**config.mk**
```make
export PLATFORM = sky130hd
export DESIGN_NAME = hamming_dec_arb
export DESIGN_NICKNAME = d
export VERILOG_FILES = /design/src/rtl/hamming_dec_arb.sv
export SDC_FILE = /design/constraint.sdc
export NUM_CORES = 1
export LEC_CHECK = 0
export ABC_AREA = 1
export CAP_MARGIN = 10
export CELL_PAD_IN_SITES_DETAIL_PLACEMENT = 1
export CELL_PAD_IN_SITES_GLOBAL_PLACEMENT = 1
export CORE_MARGIN = 2
export CORE_UTILIZATION = 29
export DETAILED_ROUTE_END_ITERATION = 6
export GPL_TIMING_DRIVEN = 0
export HOLD_SLACK_MARGIN = 0.02
export PLACE_DENSITY = 0.87
export SLEW_MARGIN = 30
export SYNTH_ARGS = -nofsm -noshare
export SYNTH_HDL_FRONTEND = slang
export SYNTH_SLANG_ARGS = --single-unit
```
**constraint.sdc**
```tcl
create_clock -name clk -period 1.95 [get_ports clk]
set_input_delay 0.39 -clock clk [delete_from_list [all_inputs] [get_ports clk]]
set_output_delay 0.39 -clock clk [all_outputs]
set_load 0.03 [all_outputs]
```
**src/rtl/hamming_dec_arb.sv**
```systemverilog
// Two-requester round-robin front end sharing one Hamming(15,11) single-error corrector,
// with a one-entry output buffer. Optional error counter enabled by HAMMING_ERR_CNT_EN.
module hamming_dec_arb #(
    parameter int unsigned CNT_W = 16
) (
    input  logic             clk,
    input  logic             rst_n,
    input  logic             s0_valid,
    output logic             s0_ready,
    input  logic [14:0]      s0_data,
    input  logic             s1_valid,
    output logic             s1_ready,
    input  logic [14:0]      s1_data,
    output logic             m_valid,
    input  logic             m_ready,
    output logic [10:0]      m_data,
    output logic             m_src,
    output logic [3:0]       m_syn
`ifdef HAMMING_ERR_CNT_EN
    ,
    output logic [CNT_W-1:0] corr_cnt
`endif
);

    localparam int unsigned CW_W  = 15;
    localparam int unsigned D_W   = 11;
    localparam int unsigned SYN_W = 4;

    // 1-based codeword positions that carry data bits, in m_data order
    localparam logic [SYN_W-1:0] DPOS [D_W] = '{
        4'd3, 4'd5, 4'd6, 4'd7, 4'd9, 4'd10, 4'd11, 4'd12, 4'd13, 4'd14, 4'd15
    };

    typedef enum logic {
        ST_EMPTY = 1'b0,
        ST_FULL  = 1'b1
    } state_t;

    state_t             r_state;
    state_t             w_state_nxt;
    logic               r_ptr;
    logic [D_W-1:0]     r_data;
    logic               r_src;
    logic [SYN_W-1:0]   r_syn;

    logic               w_accept_ok;
    logic               w_gnt;
    logic               w_accept;
    logic [CW_W-1:0]    w_code;
    logic [SYN_W-1:0]   w_syn;
    logic [D_W-1:0]     w_raw;
    logic [D_W-1:0]     w_data;

    // Arbitration: pointer only matters when both requesters are valid
    always_comb begin
        w_gnt = s1_valid;
        if (s0_valid && s1_valid) begin
            w_gnt = r_ptr;
        end
    end

    assign s0_ready = rst_n & w_accept_ok & s0_valid & ~w_gnt;
    assign s1_ready = rst_n & w_accept_ok & s1_valid &  w_gnt;
    assign w_accept = s0_ready | s1_ready;
    assign w_code   = w_gnt ? s1_data : s0_data;

    // Syndrome is the XOR of the 1-based positions of all set bits
    always_comb begin
        w_syn = '0;
        for (int i = 0; i < int'(CW_W); i++) begin
            if (w_code[i]) begin
                w_syn = w_syn ^ SYN_W'(i + 1);
            end
        end
    end

    assign w_raw = {w_code[14:8], w_code[6:4], w_code[2]};

    // A syndrome pointing at a parity position leaves the data untouched
    always_comb begin
        w_data = w_raw;
        for (int i = 0; i < int'(D_W); i++) begin
            w_data[i] = w_raw[i] ^ (w_syn == DPOS[i]);
        end
    end

    always_ff @(posedge clk or negedge rst_n) begin
        if (!rst_n) begin
            r_state <= ST_EMPTY;
        end else begin
            r_state <= w_state_nxt;
        end
    end

    always_comb begin
        w_state_nxt = r_state;
        case (r_state)
            ST_EMPTY: if (w_accept) w_state_nxt = ST_FULL;
            ST_FULL:  if (m_ready && !w_accept) w_state_nxt = ST_EMPTY;
            default:  w_state_nxt = ST_EMPTY;
        endcase
    end

    always_comb begin
        m_valid     = 1'b0;
        w_accept_ok = 1'b1;
        case (r_state)
            ST_EMPTY: begin
                m_valid     = 1'b0;
                w_accept_ok = 1'b1;
            end
            ST_FULL: begin
                m_valid     = 1'b1;
                w_accept_ok = m_ready;
            end
            default: begin
                m_valid     = 1'b0;
                w_accept_ok = 1'b1;
            end
        endcase
    end

    // Output buffer and pointer only move on an accepted input
    always_ff @(posedge clk or negedge rst_n) begin
        if (!rst_n) begin
            r_ptr  <= 1'b0;
            r_data <= '0;
            r_src  <= 1'b0;
            r_syn  <= '0;
        end else if (w_accept) begin
            r_ptr  <= ~w_gnt;
            r_data <= w_data;
            r_src  <= w_gnt;
            r_syn  <= w_syn;
        end
    end

    assign m_data = r_data;
    assign m_src  = r_src;
    assign m_syn  = r_syn;

`ifdef HAMMING_ERR_CNT_EN
    logic [CNT_W-1:0] r_cnt;

    // Saturating count of corrected codewords
    always_ff @(posedge clk or negedge rst_n) begin
        if (!rst_n) begin
            r_cnt <= '0;
        end else if (w_accept && (w_syn != '0) && (r_cnt != '1)) begin
            r_cnt <= r_cnt + CNT_W'(1);
        end
    end

    assign corr_cnt = r_cnt;
`endif

endmodule

```
==> metrics, run 1 <==
Min-Delay Path Class primary input to async pin; commonest non-fill, non-tap cell in the layout nand2_1; max cap viols 0; fin worst setup slack -0.453 ns; crit-path max FO 7; outcome finished, violations left; pin count of the biggest net entering global routing 20; clock sink count 18; Total GRT Usage 22.0%; Die W 84.2 um; Finished Layout Cells 476; crit path DAT 2.55 ns; synthesis-stage register bit count 18; vias in the first global route 2571; worst clock skew 0.000395 ns; I/O pins 54; Initial Util 29.7%; syn_area_per_cell 6.00 um^2; Layout Nets 435; Buffers on Ports 53; Cell Rows 29; Cell variety after synth 27; minimum clock period 2.40 ns; Yosys warnings 0; Crit. End Element flop; Remaining DRCs 0; Core Box Area 6280 um^2; crit path from r_ptr; share of layout cells above drive strength 1 44.6%; die footprint 7090 um^2; initial antenna violation count 0; ANT nets after route 0; Startpoint Class flop; Ant. Diodes 0; global route overflow 0; CP Data Required Time 2.10 ns; Worst VDD drop 0.718 mV; CTS tree done; crit path to m_data[3]; first-pass GRT wire length 12700 um; Vias 2488; Fin. Hold Viols 0; Pins Over Slew Limit 0; Pleak 1.62 nW; worst hold slack 0.0618 ns; Mapped Nets 346; DP HPWL 4880 um; kind of critical path flop to flop; RSZ-0062 raised after global routing yes; TritonCTS Buffers 3; Mapped Cells 311; vias per cell 5.23; Final Cycle Share 123%; Final Wtd Congestion 0.832; 1st-pass router iterations 4; Max Freq 0.416 GHz; area delta synth->final 79.6%; commonest non-fill, non-tap cells in the layout nand2_1, nand2_2, clkdlybuf4s50_1, nand3_1; Max transition margin 70.8%; placed cells 441; clk root buf clkbuf_8; fin util 53.4%; R2R Path Start r_ptr; sequential fraction of the synthesis area 24.1%; chip height 84.2 um; Skew-Pair Late Insertion Delay 0.25 ns; Reg-to-Reg End m_data[3]; WL/cell 18.6 um; number of buffers on the longest clock path 2; Max H-tree Level 1; clk slew on worst S/H paths 0.07 ns; violated checks setup timing; Post-Syn Area 1870 um^2; First DRT Iteration DRCs 108; fillers 780; Post-Route WL 8840 um; Worst Tran Pin Value 0.436 ns; Tot Pwr 3.32 mW; # setup viols final 15; R2R setup slack -0.45 ns; power per cell area 989 nW/um^2; worst-case reg-to-reg path depth 17
==> metal layers <==
layer	vias to the layer above	GRT usage, %	part of all wire, %	wire [um]
li1	1153	-	-	-
met1	1199	25.6	38	3320
met2	110	41.3	54	4790
met3	26	2.06	4.7	412
met4	0	8.65	3.5	311
met5	-	0	0	0
==> how the worst min path moves through the flow <==
stage               cells after the start  startpoint        end  slack, ns
finish                                  1       rst_n      m_src       0.06
CTS                                     1       rst_n   m_syn[0]       0.18
detailed placement                      2   m_data[1]  m_data[1]       0.47
global route                            1       rst_n      m_src       0.08
global placement                        2    m_syn[0]   m_syn[0]       0.47
floorplan                               0       rst_n  m_data[0]       0.09
==> state kept, by name, indices dropped and copies added (netlist names) <==
| register | flops |
|---|---|
| m_src | 1 |
| r_ptr | 1 |
| r_state | 1 |
| m_data | 11 |
| m_syn | 4 |
==> synth_stat cells (all sizes together) <==
| library cell | instances | area [um^2] |
|---|---|---|
| a21oi | 3 | 37.5 |
| a31oi | 1 | 6.26 |
| buf | 8 | 67.6 |
| clkbuf | 2 | 7.51 |
| dfrtp | 18 | 450 |
| inv | 29 | 109 |
| nand2 | 166 | 676 |
| nand3 | 46 | 253 |
| nand3b | 11 | 82.6 |
| nand4 | 1 | 6.26 |
| nor2 | 14 | 87.6 |
| o21ai | 9 | 52.6 |
| or2 | 1 | 6.26 |
| xnor2 | 1 | 16.3 |
| xor2 | 1 | 8.76 |
==> final cells by class <==
class                           instances  area (um^2)  share of cell area [%]
Sequential cell                        18          450                    13.4
Buffer                                 10          106                    3.17
Inverter                               29          109                    3.25
Clock buffer                            4         55.1                    1.64
Timing Repair Buffer                   84          841                    25.1
Tap cell                               77         96.3                    2.87
Multi-Input combinational cell        254         1700                    50.6
==> through the flow <==
step | instance area [um^2] | TNS (ns) | worst slack (ns)
3_3_place_gp | 2500 | -15.74 | -1.14
5_1_grt | 3350 | -6.70 | -0.565
3_5_place_dp | 2500 | -16.77 | -1.19
6_report | 3350 | -5.40 | -0.453
4_1_cts | 3080 | -3.13 | -0.263
2_1_floorplan | 1870 | 0 | 0.0460
==> logic make-up after synthesis <==
family	Yosys count	share of synthesized area (%)
buffers and inverters	39	9.85
and+or+nand+nor	239	59.5
xor gates and xnor gates	2	1.34
AOI/OAI and AO/OA	13	5.16
DFF	18	24.1
==> critical path, stage by stage, from the launching register on <==
cell and delay [ns]:
dfrtp_1 0.41, inv_2 0.08, nand2_4 0.08, nand2_8 0.14, buf_16 0.13, nand2_1 0.08, nand2_2 0.14, nand2_1 0.11
nand2_2 0.10, inv_1 0.05, nand2_2 0.08, nand2_4 0.08, nor2_4 0.15, nor2_4 0.08, nor2_4 0.25, nand3_1 0.17
nand3_2 0.10, nand2_1 0.05
==> report_power, final <==
group / switching (mW) / internal [mW]
Clock: 0.125 / 0.179
Combinational: 1.46 / 0.962
Sequential: 0.0794 / 0.511
==> timing repair <==
item                       in CTS  in global routing
cloned                          3                  0
setup endpoints to repair      20                 18
gates resized for setup       109                 74
hold buffers                    0                  0
buffers inserted               16                 13
pin swaps                      61                 56
No activity file was read; power rests on OpenSTA's default activity.
==> inputs of run 2 (changes only) <==
- CORE_UTILIZATION: 29 -> 30
- CTS_BUF_LIST: not set -> sky130_fd_sc_hd__clkbuf_8
- PLACE_DENSITY: 0.87 -> 0.89
==> run 2 against run 1 <==
Effect of this change:
- the run still ends with setup timing left
- wire length shrank 8.3%
- design area shrank 5.1%
- cell count shrank 1.5%
- global-route usage shrank 3.3 points
- via count shrank 2.7%
- sequential share of layout area grew 0.73 points
- non-clock buffer count shrank 5
- die area shrank 3.2%
- core utilization is essentially flat
- critical path type unchanged
==> metrics, run 2 (same netlist as run 1, synthesis figures left out) <==
outcome finished, violations left (unchanged); violated checks setup timing (unchanged); CTS tree done (unchanged); commonest non-fill, non-tap cell in the layout nand2_1 (unchanged); Worst Tran Pin Value 0.412 ns (was 0.436 ns); Slowest-stage cell, CP dfrtp_1 (unchanged); RSZ-0062 raised after global routing yes (unchanged); number of buffers on the longest clock path 2 (unchanged); chip height 82.9 um (was 84.2 um); area delta synth->final 70.4% (was 79.6%); clk slew on worst S/H paths 0.06 ns (was 0.07 ns); power per cell area 944 nW/um^2 (was 989 nW/um^2); fin util 53.4% (about the same); share of layout cells above drive strength 1 41.4% (was 44.6%); first-pass GRT wire length 10700 um (was 12700 um); fillers 780 (unchanged); Initial Util 31.3% (was 29.7%); max cap viols 0 (unchanged); ANT nets after route 0 (unchanged); Max H-tree Level 1 (unchanged); R2R Path Start r_ptr (unchanged); R2R setup slack -0.40 ns (was -0.45 ns); initial antenna violation count 0 (unchanged); Layout Nets 431 (was 435); Ant. Diodes 0 (unchanged); Pleak 1.55 nW (was 1.62 nW); crit-path cells inv_2 > nand2_8 > nand2_8 > clkbuf_16 > nand2_1 > nand2_2 > nand2_2 > nand2_1 > nand2_2 > nand3_2 > nand2_2 > nand2_2 > nand2_4 > nor2_4 > nand2_1 > nand2_1 > nand3_1 > nand2_1 (was inv_2 > nand2_4 > nand2_8 > buf_16 > nand2_1 > nand2_2 > nand2_1 > nand2_2 > inv_1 > nand2_2 > nand2_4 > nor2_4 > nor2_4 > nor2_4 > nand3_1 > nand3_2 > nand2_1); Skew-Pair Late Insertion Delay 0.25 ns (about the same); Core Box Area 5960 um^2 (was 6280 um^2); Startpoint Class flop (unchanged); DP HPWL 4910 um (was 4880 um); Post-Route WL 8100 um (was 8840 um); Max Freq 0.425 GHz (was 0.416 GHz); TritonCTS Buffers 3 (unchanged); Remaining DRCs 0 (unchanged); Buffers on Ports 53 (unchanged); Worst VDD drop 0.584 mV (was 0.718 mV); Max transition margin 72.5% (was 70.8%); Reg-to-Reg End m_data[10] (was m_data[3]); die footprint 6870 um^2 (was 7090 um^2); CP Data Required Time 2.14 ns (was 2.10 ns); Vias 2422 (was 2488); First DRT Iteration DRCs 61 (was 108); Total GRT Usage 18.8% (was 22.0%); vias per cell 5.16 (was 5.23); Largest stage delay, worst path 0.40 ns (was 0.41 ns); crit path DAT 2.54 ns (was 2.55 ns); Hold Buf Count CTS 0 (unchanged); Finished Layout Cells 469 (was 476); minimum clock period 2.35 ns (was 2.40 ns); Tot Pwr 3.00 mW (was 3.32 mW); Final Cycle Share 121% (was 123%); Fin. Hold Viols 0 (unchanged); Min-Delay Path Class primary input to async pin (unchanged); clock sink count 18 (unchanged); # setup viols final 14 (was 15); Crit. End Element flop (unchanged); fin worst setup slack -0.403 ns (was -0.453 ns); Die W 82.9 um (was 84.2 um); I/O pins 54 (unchanged); kind of critical path flop to flop (unchanged); Cell Rows 28 (was 29); vias in the first global route 2375 (was 2571); max FFs per register 11 (unchanged); placed cells 439 (was 441); clk root buf clkbuf_8 (unchanged); Final Wtd Congestion 0.855 (was 0.832); global route overflow 0 (unchanged); WL/cell 17.3 um (was 18.6 um); Pins Over Slew Limit 0 (unchanged); worst-case reg-to-reg path depth 18 (was 17); worst clock skew 0.00204 ns (was 0.000395 ns); crit-path max FO 8 (was 7); 1st-pass router iterations 4 (unchanged); commonest non-fill, non-tap cells in the layout nand2_1, nand2_2, clkdlybuf4s50_1, nand3_1 (unchanged); pin count of the biggest net entering global routing 20 (unchanged); worst hold slack 0.0628 ns (was 0.0618 ns)
==> run 2: cell count changes in the layout (fill, tap and decap cells not counted), sizes merged <==
| cell | delta |
|---|---|
| nand2 | +1 |
| dlygate4sd2 | -1 |
| clkbuf | +2 |
| buf | -7 |
==> run 2: routing by layer <==
layer,GRT usage [%],vias to the layer above,part of all wire (%)
li1,-,1147,-
met1,22.2,1156,39
met2,36.1,89,53
met3,1.79,30,3.5
met4,4.17,0,4.3
met5,0,-,0
==> run 2: worst max-delay path, delay by kind of cell (launching register included) <==
family,cells,cell delay (ns)
buffers and inverters,2,0.25
and+or+nand+nor,16,1.63
DFF,1,0.40
==> run 2: through the flow <==
stage | setup TNS (ns) | instance area, um^2 | setup WS [ns]
floorplan | 0 | 1870 | 0.0460
global placement | -15.37 | 2490 | -1.13
detailed placement | -16.28 | 2490 | -1.16
CTS | -2.37 | 2790 | -0.249
global route | -6.04 | 3180 | -0.523
finish | -4.03 | 3180 | -0.403
==> run 2: worst max path at each step <==
stage                             to  cells after the start    start
after floorplan            m_data[4]                      8  r_state
after global placement      s1_ready                      4    rst_n
after detailed placement    s0_ready                      4    rst_n
after CTS                  m_data[8]                     17    r_ptr
after global routing      m_data[10]                     17    r_ptr
final                     m_data[10]                     18    r_ptr
==> run 2: power by group <==
| part | switching, mW | total (mW) | internal, mW |
|---|---|---|---|
| combinational | 1.33 | 2.16 | 0.836 |
| clock | 0.113 | 0.250 | 0.137 |
| sequential | 0.0782 | 0.589 | 0.511 |
| total | 1.52 | 3.00 | 1.48 |
==> run 2: layout make-up <==
| cell class | count | area, um^2 | area share (%) |
|---|---|---|---|
| Multi-Input combinational cell | 255 | 1630 | 51.3 |
| Timing Repair Buffer | 79 | 756 | 23.8 |
| Sequential cell | 18 | 450 | 14.2 |
| Inverter | 29 | 111 | 3.50 |
| Buffer | 10 | 96.3 | 3.03 |
| Tap cell | 75 | 93.8 | 2.95 |
| Clock buffer | 3 | 41.3 | 1.30 |
==> run 2: timing repair <==
item / in CTS / in global routing
cloned: 1 / 2
resized for setup: 65 / 84
pin swaps: 24 / 59
setup buffers: 11 / 13
endpoints found under the hold margin: 0 / 0
setup endpoints to repair: 20 / 17
==> inputs of run 3 (changes only) <==
- CELL_PAD_IN_SITES_DETAIL_PLACEMENT: 1 -> not set
- CELL_PAD_IN_SITES_GLOBAL_PLACEMENT: 1 -> not set
- CORE_MARGIN: 2 -> not set
- CORE_UTILIZATION: 30 -> 45
- CTS_CLUSTER_SIZE: not set -> 40
==> run 3 against run 2 <==
Effect of this change:
- the flow still finishes with violations (setup timing)
- combinational power is essentially flat
- cell count shrank 5.5%
- register-to-register slack got worse by 0.07 ns
- via count up 2.0%
- first-iteration DRC count increased to 2.6 times the previous value
- clock power is essentially flat
- design area is the same
- die area is 36% lower
- non-clock buffer count shrank 1
- global-route usage rose by 5.2 points
- sequential power decreased by 0.8%
- critical path type is now primary input to flop
- largest power group unchanged
- highest routed layer unchanged
==> metrics, run 3 (same netlist as run 1, synthesis figures left out) <==
commonest non-fill, non-tap cell in the layout nand2_1 (unchanged); fin util 79.5% (was 53.4%); First DRT Iteration DRCs 159 (was 61); Initial Util 46.7% (was 31.3%); clock sink count 18 (unchanged); chip height 66.4 um (was 82.9 um); vias per cell 5.58 (was 5.16); pin count of the biggest net entering global routing 20 (unchanged); DP HPWL 3850 um (was 4910 um); Vias 2471 (was 2422); crit-path max FO 8 (unchanged); Total GRT Usage 24.0% (was 18.8%); grt met1 use 28.7% (was 22.2%); Core Box Area 4000 um^2 (was 5960 um^2); Cell Rows 23 (was 28); number of buffers on the longest clock path 2 (unchanged); grt peak-use layer met2 (unchanged); Max H-tree Level 1 (unchanged); commonest non-fill, non-tap cells in the layout nand2_1, nand2_2, clkdlybuf4s50_1, nand3_1, buf_4 (was nand2_1, nand2_2, clkdlybuf4s50_1, nand3_1); max cap viols 0 (unchanged); worst clock skew 0.00226 ns (was 0.00204 ns); Finished Layout Cells 443 (was 469); power per cell area 943 nW/um^2 (was 944 nW/um^2); setup_tns -4.04 ns (was -4.03 ns); Buffers on Ports 53 (unchanged); GR Util met3 1.38% (was 1.79%); Hold Buf Count CTS 0 (unchanged); clk root buf clkbuf_8 (unchanged); RSZ-0062 raised after global routing yes (unchanged); CP Data Required Time 2.14 ns (about the same); Post-Route WL 6740 um (was 8100 um); Pleak 1.56 nW (was 1.55 nW); violated checks setup timing (unchanged); share of layout cells above drive strength 1 41.0% (was 41.4%); Final Wtd Congestion 0.926 (was 0.855); I/O pins 54 (unchanged); Fin. Hold Viols 0 (unchanged); register area 450 um^2 (unchanged); Ant. Diodes 0 (unchanged); multi-input logic area 1640 um^2 (was 1630 um^2); CTS tree done (unchanged); Skew-Pair Late Insertion Delay 0.25 ns (about the same); outcome finished, violations left (unchanged); Crit. End Element flop (unchanged); Max transition margin 69.9% (was 72.5%); Max Freq 0.411 GHz (was 0.425 GHz); Final Cycle Share 125% (was 121%); placed cells 414 (was 439); max FFs per register 11 (unchanged); 1st-pass router iterations 5 (was 4); initial antenna violation count 0 (unchanged); global route overflow 0 (unchanged); WL/cell 15.2 um (was 17.3 um); Pins Over Slew Limit 0 (unchanged); crit path DAT 2.62 ns (was 2.54 ns); Worst Tran Pin Value 0.448 ns (was 0.412 ns); Startpoint Class primary input (was flop); Layout Nets 430 (was 431); GRT met2 Usage 43.9% (was 36.1%); fin worst setup slack -0.480 ns (was -0.403 ns); Worst VDD drop 0.376 mV (was 0.584 mV); Remaining DRCs 0 (unchanged); clk slew on worst S/H paths 0.06 ns (about the same); kind of critical path primary input to flop (was flop to flop); fillers 269 (was 780); TritonCTS Buffers 3 (unchanged); minimum clock period 2.43 ns (was 2.35 ns); vias in the first global route 1842 (was 2375); ANT nets after route 0 (unchanged); Min-Delay Path Class primary input to async pin (unchanged); die footprint 4410 um^2 (was 6870 um^2); # setup viols final 14 (unchanged); first-pass GRT wire length 8050 um (was 10700 um); Die W 66.4 um (was 82.9 um); area delta synth->final 70.4% (unchanged)
[run 3: final timing paths]
kind / startpoint / end / slack, ns / cells after the start
min reg2reg: m_data[5] / m_data[5] / 0.47 / 2
min in group clk: m_data[5] / m_data[5] / 0.47 / 2
max: s0_valid / m_data[7] / -0.48 / 19
min: rst_n / m_data[8] / 0.05 / 1
max in group asynchronous: rst_n / m_data[1] / 1.62 / 1
max reg2reg: r_ptr / m_data[7] / -0.47 / 19
[run 3: stage by stage]
stage,setup slack [ns],instance area [um^2],total power [mW],hold WS [ns]
floorplan,0.0460,1870,1.68,0.0944
global placement,-1.12,2460,2.16,0.463
detailed placement,-1.17,2460,2.20,0.464
CTS,-0.189,2580,2.51,0.0596
global route,-0.559,3180,3.18,0.0787
finish,-0.480,3180,3.00,0.0537
[run 3: area by class of cell]
| cell class | instances | area share, % |
|---|---|---|
| tap | 50 | 1.97 |
| sequential | 18 | 14.2 |
| buffer | 10 | 3.03 |
| clock buffer | 3 | 1.30 |
| inverter | 29 | 3.50 |
| timing repair buffer | 78 | 24.4 |
| multi-input combinational | 255 | 51.7 |
[run 3: per-layer routing]
metal  vias up  wire, um
met5         -         0
met2       164      3320
met1      1109      2430
met4         0       487
li1       1148         -
met3        50       512
[run 3: worst max-delay path, cell delays in order]
cell and delay, ns:
dlygate4sd2_1 0.27, nand2_4 0.16, nand2_8 0.12, clkbuf_16 0.20, nand2_2 0.08, nand2_4 0.09, nand2_2 0.09, nand3_2 0.08
nand2_2 0.10, inv_1 0.06, nand2_2 0.07, nand2_2 0.07, nand2_1 0.09, nand2_2 0.10, nor2_1 0.26, nand2_1 0.13
nand2_1 0.11, nand3_2 0.09, nand2_1 0.07
[run 3: where the power goes]
group / total, mW / internal (mW) / switching, mW
combinational: 2.17 / 0.856 / 1.31
clock: 0.249 / 0.137 / 0.112
sequential: 0.584 / 0.511 / 0.0728
[run 3: repair_timing]
action	CTS	global route
gates cloned	1	3
endpoints found under the setup margin	20	17
pin swaps	4	59
hold endpoints to repair	0	0
resized for setup	42	113
setup buffers	0	22
